File: config.mk
export PLATFORM = sky130hd
export DESIGN_NAME = fifo_decimation_4_write_ctrl
export DESIGN_NICKNAME = d
export VERILOG_FILES = /design/src/rtl/fifo_decimation_4_pkg.sv /design/src/rtl/fifo_decimation_4_phase_counter.sv /design/src/rtl/fifo_decimation_4_write_ctrl.sv
export SDC_FILE = /design/constraint.sdc
export NUM_CORES = 1
export LEC_CHECK = 0
export CORE_MARGIN = 4
export CORE_UTILIZATION = 41
export DETAILED_ROUTE_END_ITERATION = 8
export PLACE_DENSITY = 0.79
export SLEW_MARGIN = 10
export SYNTH_ARGS = -nofsm -noshare
export SYNTH_HDL_FRONTEND = slang
export SYNTH_SLANG_ARGS = --single-unit
export TNS_END_PERCENT = 50
File: constraint.sdc
create_clock -name wrclock -period 1.8 [get_ports wrclock]
set_input_delay 0.27 -clock wrclock [delete_from_list [all_inputs] [get_ports wrclock]]
set_output_delay 0.27 -clock wrclock [all_outputs]
set_load 0.05 [all_outputs]
File: src/rtl/fifo_decimation_4_pkg.sv
// Shared types and helpers for the decimation FIFO write-side sequencer.
package fifo_decimation_4_pkg;

    localparam int DATA_W = 32;

    typedef enum logic [1:0] {
        IDLE  = 2'd0,
        RUN   = 2'd1,
        DRAIN = 2'd2
    } state_t;

    function automatic int clog2(input int n);
        int r;
        int v;
        r = 0;
        v = n - 1;
        while (v > 0) begin
            r = r + 1;
            v = v >> 1;
        end
        return r;
    endfunction

endpackage

File: src/rtl/fifo_decimation_4_phase_counter.sv
// Modulo-DECIM accept counter; flags the sample index that is kept.
module fifo_decimation_4_phase_counter
    import fifo_decimation_4_pkg::*;
#(
    parameter int DECIM = 4,
    parameter int PHASE = 0
) (
    input  logic clk,
    input  logic rst,
    input  logic clear,
    input  logic advance,
    output logic kept
);

    localparam int PW = clog2(DECIM);

    logic [PW-1:0] phase;

    // clear wins so a sample accepted on the way to IDLE cannot leak a phase
    always_ff @(posedge clk) begin
        if (rst || clear) begin
            phase <= '0;
        end else if (advance) begin
            if (phase == PW'(DECIM - 1)) begin
                phase <= '0;
            end else begin
                phase <= phase + PW'(1);
            end
        end
    end

    assign kept = (phase == PW'(PHASE));

endmodule

File: src/rtl/fifo_decimation_4_write_ctrl.sv
// Decimating write sequencer in front of the FIFO's Avalon-MM write slave.
module fifo_decimation_4_write_ctrl
    import fifo_decimation_4_pkg::*;
#(
    parameter int DECIM        = 4,
    parameter int PHASE        = 0,
    parameter int DROP_ON_FULL = 0,
    parameter int CNT_W        = 16
) (
    input  logic              wrclock,
    input  logic              wrreset,
    input  logic              enable,
    input  logic [DATA_W-1:0] in_data,
    input  logic              in_valid,
    output logic              in_ready,
    output logic              avm_write,
    output logic [DATA_W-1:0] avm_writedata,
    input  logic              avm_waitrequest,
    output logic              busy,
    output logic [CNT_W-1:0]  written_count,
    output logic [CNT_W-1:0]  drop_count
);

    state_t            state;
    state_t            state_nxt;
    logic              pending;
    logic              pending_nxt;
    logic [DATA_W-1:0] hold;
    logic              kept;
    logic              accept;
    logic              blocked;
    logic              stall;
    logic              load;
    logic              drop;
    logic              wr_done;
    logic              phase_clr;

    fifo_decimation_4_phase_counter #(
        .DECIM (DECIM),
        .PHASE (PHASE)
    ) u_phase (
        .clk     (wrclock),
        .rst     (wrreset),
        .clear   (phase_clr),
        .advance (accept),
        .kept    (kept)
    );

    assign wr_done = pending & ~avm_waitrequest;
    assign blocked = pending & avm_waitrequest;
    assign stall   = (DROP_ON_FULL == 0) && kept && blocked;

    assign in_ready = (state == RUN) && !stall;
    assign accept   = in_valid & in_ready;
    assign load     = accept & kept & ~blocked;
    assign drop     = accept & kept & blocked;

    assign pending_nxt = load | (pending & ~wr_done);

    // leave RUN via DRAIN whenever a word will still be outstanding
    always_comb begin
        state_nxt = state;
        unique case (state)
            IDLE: begin
                if (enable) state_nxt = RUN;
            end
            RUN: begin
                if (!enable) state_nxt = pending_nxt ? DRAIN : IDLE;
            end
            DRAIN: begin
                if (!pending_nxt) state_nxt = IDLE;
            end
            default: state_nxt = IDLE;
        endcase
    end

    assign phase_clr = (state_nxt == IDLE);

    always_ff @(posedge wrclock) begin
        if (wrreset) begin
            state         <= IDLE;
            pending       <= 1'b0;
            hold          <= '0;
            written_count <= '0;
            drop_count    <= '0;
        end else begin
            state   <= state_nxt;
            pending <= pending_nxt;
            if (load) hold <= in_data;
            if (wr_done && !(&written_count)) begin
                written_count <= written_count + CNT_W'(1);
            end
            if ((DROP_ON_FULL != 0) && drop && !(&drop_count)) begin
                drop_count <= drop_count + CNT_W'(1);
            end
        end
    end

    assign avm_write     = pending;
    assign avm_writedata = hold;
    assign busy          = (state != IDLE);

endmodule
==> results by group <==
Outcome
  • Outcome: completed

Final layout
  • Util after Layout: 61.7%
  • Layout fillers: 493
  • Area Growth Syn to Fin: 46.2%
  • Fin nets: 419
  • Fraction of layout cells with a size suffix above 1: 17.1%
  • Antenna cell count: 0

Timing
  • Worst-margin pin slew: 0.535 ns
  • Peak Freq: 570 MHz
  • RSZ-0062 raised after global routing: false
  • Final setup viols: 0
  • Hold slack: 0.271 ns
  • Final hold violations: 0
  • Min cycle time layout: 1.76 ns
  • Final max-slew violation count: 0
  • Final worst-path cycle share: 97.5%
  • Worst slew margin: 64.2%
  • Clk_skew: 0.00570 ns

Worst hold path
  • Hold Crit Class: primary input to register
  • Hold depth: 2

Setup path
  • Crit path kind: register to output port
  • CP peak stage delay: 0.81 ns
  • WP data required: 1.53 ns
  • Crit. End Element: output port
  • WP depth: 1
  • Crit-path cells: clkdlybuf4s50_1
  • Worst path slowest cell: clkdlybuf4s50_1
  • Critical Path Start Type: register
  • Worst-path maximum fanout: 5
  • WP buf/inv: 1
  • Crit path max-delay family: buffers and inverters
  • Cells on worst reg2reg path: 4
  • Data arrival, critical path: 1.49 ns

Global routing
  • Initial antenna violation count: 0
  • Grt met2 use: 26.8%
  • M1 GR Usage: 20.6%
  • Vias in the first global route: 2103
  • First-pass GRT wire length: 9700 um
  • Layer with the highest usage: met2
  • Met3 Usage GRT: 6.85%
  • Largest net degree at the start of global routing: 33
  • GRT Util Overall: 16.5%
  • GRT overflow: 0

Clock tree
  • Post-CTS Setup Inserts: 0
  • Worst-path clk slew: 0.10 ns
  • CTS resizes: 0
  • Hold-fix buffers, CTS: 0
  • Clock latency on the worst-skew pair: 0.31 ns
  • Cell at the root of the clock tree: clkbuf_8
  • Clock Path Buffers: 2
  • TritonCTS Buffers: 5
  • Number of H-tree levels: 2
  • Clk sink count: 53
  • CTS tree: yes

Route
  • Wire per inst: 12.6 um
  • Antenna Nets Post-Route: 0
  • Vias per cell: 4.93
  • First-pass DRT Iterations: 4
  • Drc violations: 0
  • Vias: 2228
  • Total Wirelength: 5720 um
  • Initial DRC Count: 100

Synth
  • Primary FF master, synth: dfxtp_1
  • Synth Area per Inst: 8.08 um^2
  • Mapped Area: 0.00231 mm^2
  • Sequential fraction of the synthesis area: 45.9%
  • Syn. warnings: 0
  • Share of flip-flops with an asynchronous set or reset: 0%
  • Synth area leader: dfxtp_1
  • Post-synth top cells: nand2_1 (74), dfxtp_1 (53), a21oi_1 (44)
  • Number of flops mapped to enable cells by yosys: 0
  • FF+latch count, synth: 53
  • Top-count cell post-synth: nand2_1
  • Share of the synthesized area in the top cell type: 45.9%
  • Distinct cells, synth: 37
  • Synth area leaders: dfxtp_1 (46%), nand2_1 (12%), a21oi_1 (9.5%)
  • Mapped Cells: 286

Pwr
  • Seq pwr share: 52.7%
  • Clock share of power: 29.5%
  • Sw power: 0.678 mW
  • Gate power share: 17.8%
  • Leakage: 1.29 nW
  • Switching Fraction: 29.4%
  • P_int: 1.63 mW
  • Worst VDD drop: 0.374 mV
  • Design Power: 2.31 mW
  • Power per cell area: 683 mW/mm^2

Floorplan
  • Full die area: 0.00690 mm^2
  • Core area: 0.00547 mm^2
  • Row count: 27
  • DIE WIDTH: 83.1 um
  • Die Height: 83.1 um
  • I/O pins: 104
  • Initial Util: 42.2%

Place
  • PortBufs: 87
  • Placer Congestion: 0.812
  • Post-DP HPWL: 4320 um

Flow run
  • Max Cap Viol: 0
-- kinds of logic after synthesis --
| kind of cell | synth area share (%) |
|---|---|
| fa+ha+maj | 1.63 |
| compound gates | 14.7 |
| flops | 45.9 |
| other cells | 0.162 |
| buf+inv | 8.56 |
| mux | 2.71 |
| simple gates | 26.3 |
-- state kept, by name (all words and copies together), names as in the netlist --
signal         count
avm_write          1
avm_writedata     32
state              2
u_phase.phase      2
written_count     16
-- cell usage in the layout, fill, tap and decap left out, types with 3 or more instances in the layout --
cell type,count
dfxtp_2,17
dlymetal6s2s_1,3
o21ai_0,5
nand4_1,5
o31ai_1,7
clkbuf_8,5
clkdlybuf4s50_1,66
ha_1,3
nand3_1,6
conb_1,16
nor2b_1,4
buf_4,29
nand2_1,74
or4_1,8
a21oi_1,44
buf_12,3
inv_1,4
dfxtp_1,36
or3_1,3
nor2_1,10
mux2i_1,4
-- power by group through the flow --
| stage | logic, mW | clock network (mW) | registers (mW) |
|---|---|---|---|
| after floorplan | 0.186 | 0 | 1.33 |
| after global placement | 0.410 | 0 | 1.24 |
| after detailed placement | 0.412 | 0 | 1.24 |
| after CTS | 0.414 | 0.703 | 1.22 |
| after global routing | 0.437 | 0.753 | 1.22 |
| final | 0.412 | 0.680 | 1.21 |
-- per-layer routing --
metal | up-vias | share of wire (%)
li1 | 1140 | -
met1 | 1002 | 44
met2 | 76 | 46
met3 | 10 | 8.5
met4 | 0 | 1.5
met5 | - | 0
-- through the flow --
step	setup WS [ns]	area (um^2)	setup TNS (ns)	instances
after floorplan	0.000232	2390	0	301
after global placement	-0.159	3270	-0.817	444
after detailed placement	-0.245	3270	-1.44	444
after CTS	0.0226	3360	0	452
after global routing	0.00159	3380	0	452
final	0.0445	3380	0	452
-- path summary, 6_finish.rpt --
path | start | end | slack [ns]
worst max-delay path | written_count[10] | written_count[10] | 0.04
worst min-delay path | wrreset | written_count[0] | 0.27
worst min register to register | avm_writedata[2] | avm_writedata[2] | 0.46
worst max register to register | written_count[6] | written_count[14] | 0.14
-- final cells by class --
type	instances	area, um^2	share of cell area, %
clock inverter	3	21.3	0.630
multi-input combinational	213	1120	33.1
tap	72	90.1	2.67
sequential	53	1080	32.1
inverter	4	15.0	0.445
timing repair buffer	102	981	29.1
clock buffer	5	68.8	2.04
Power figures use the tool's default switching activity.
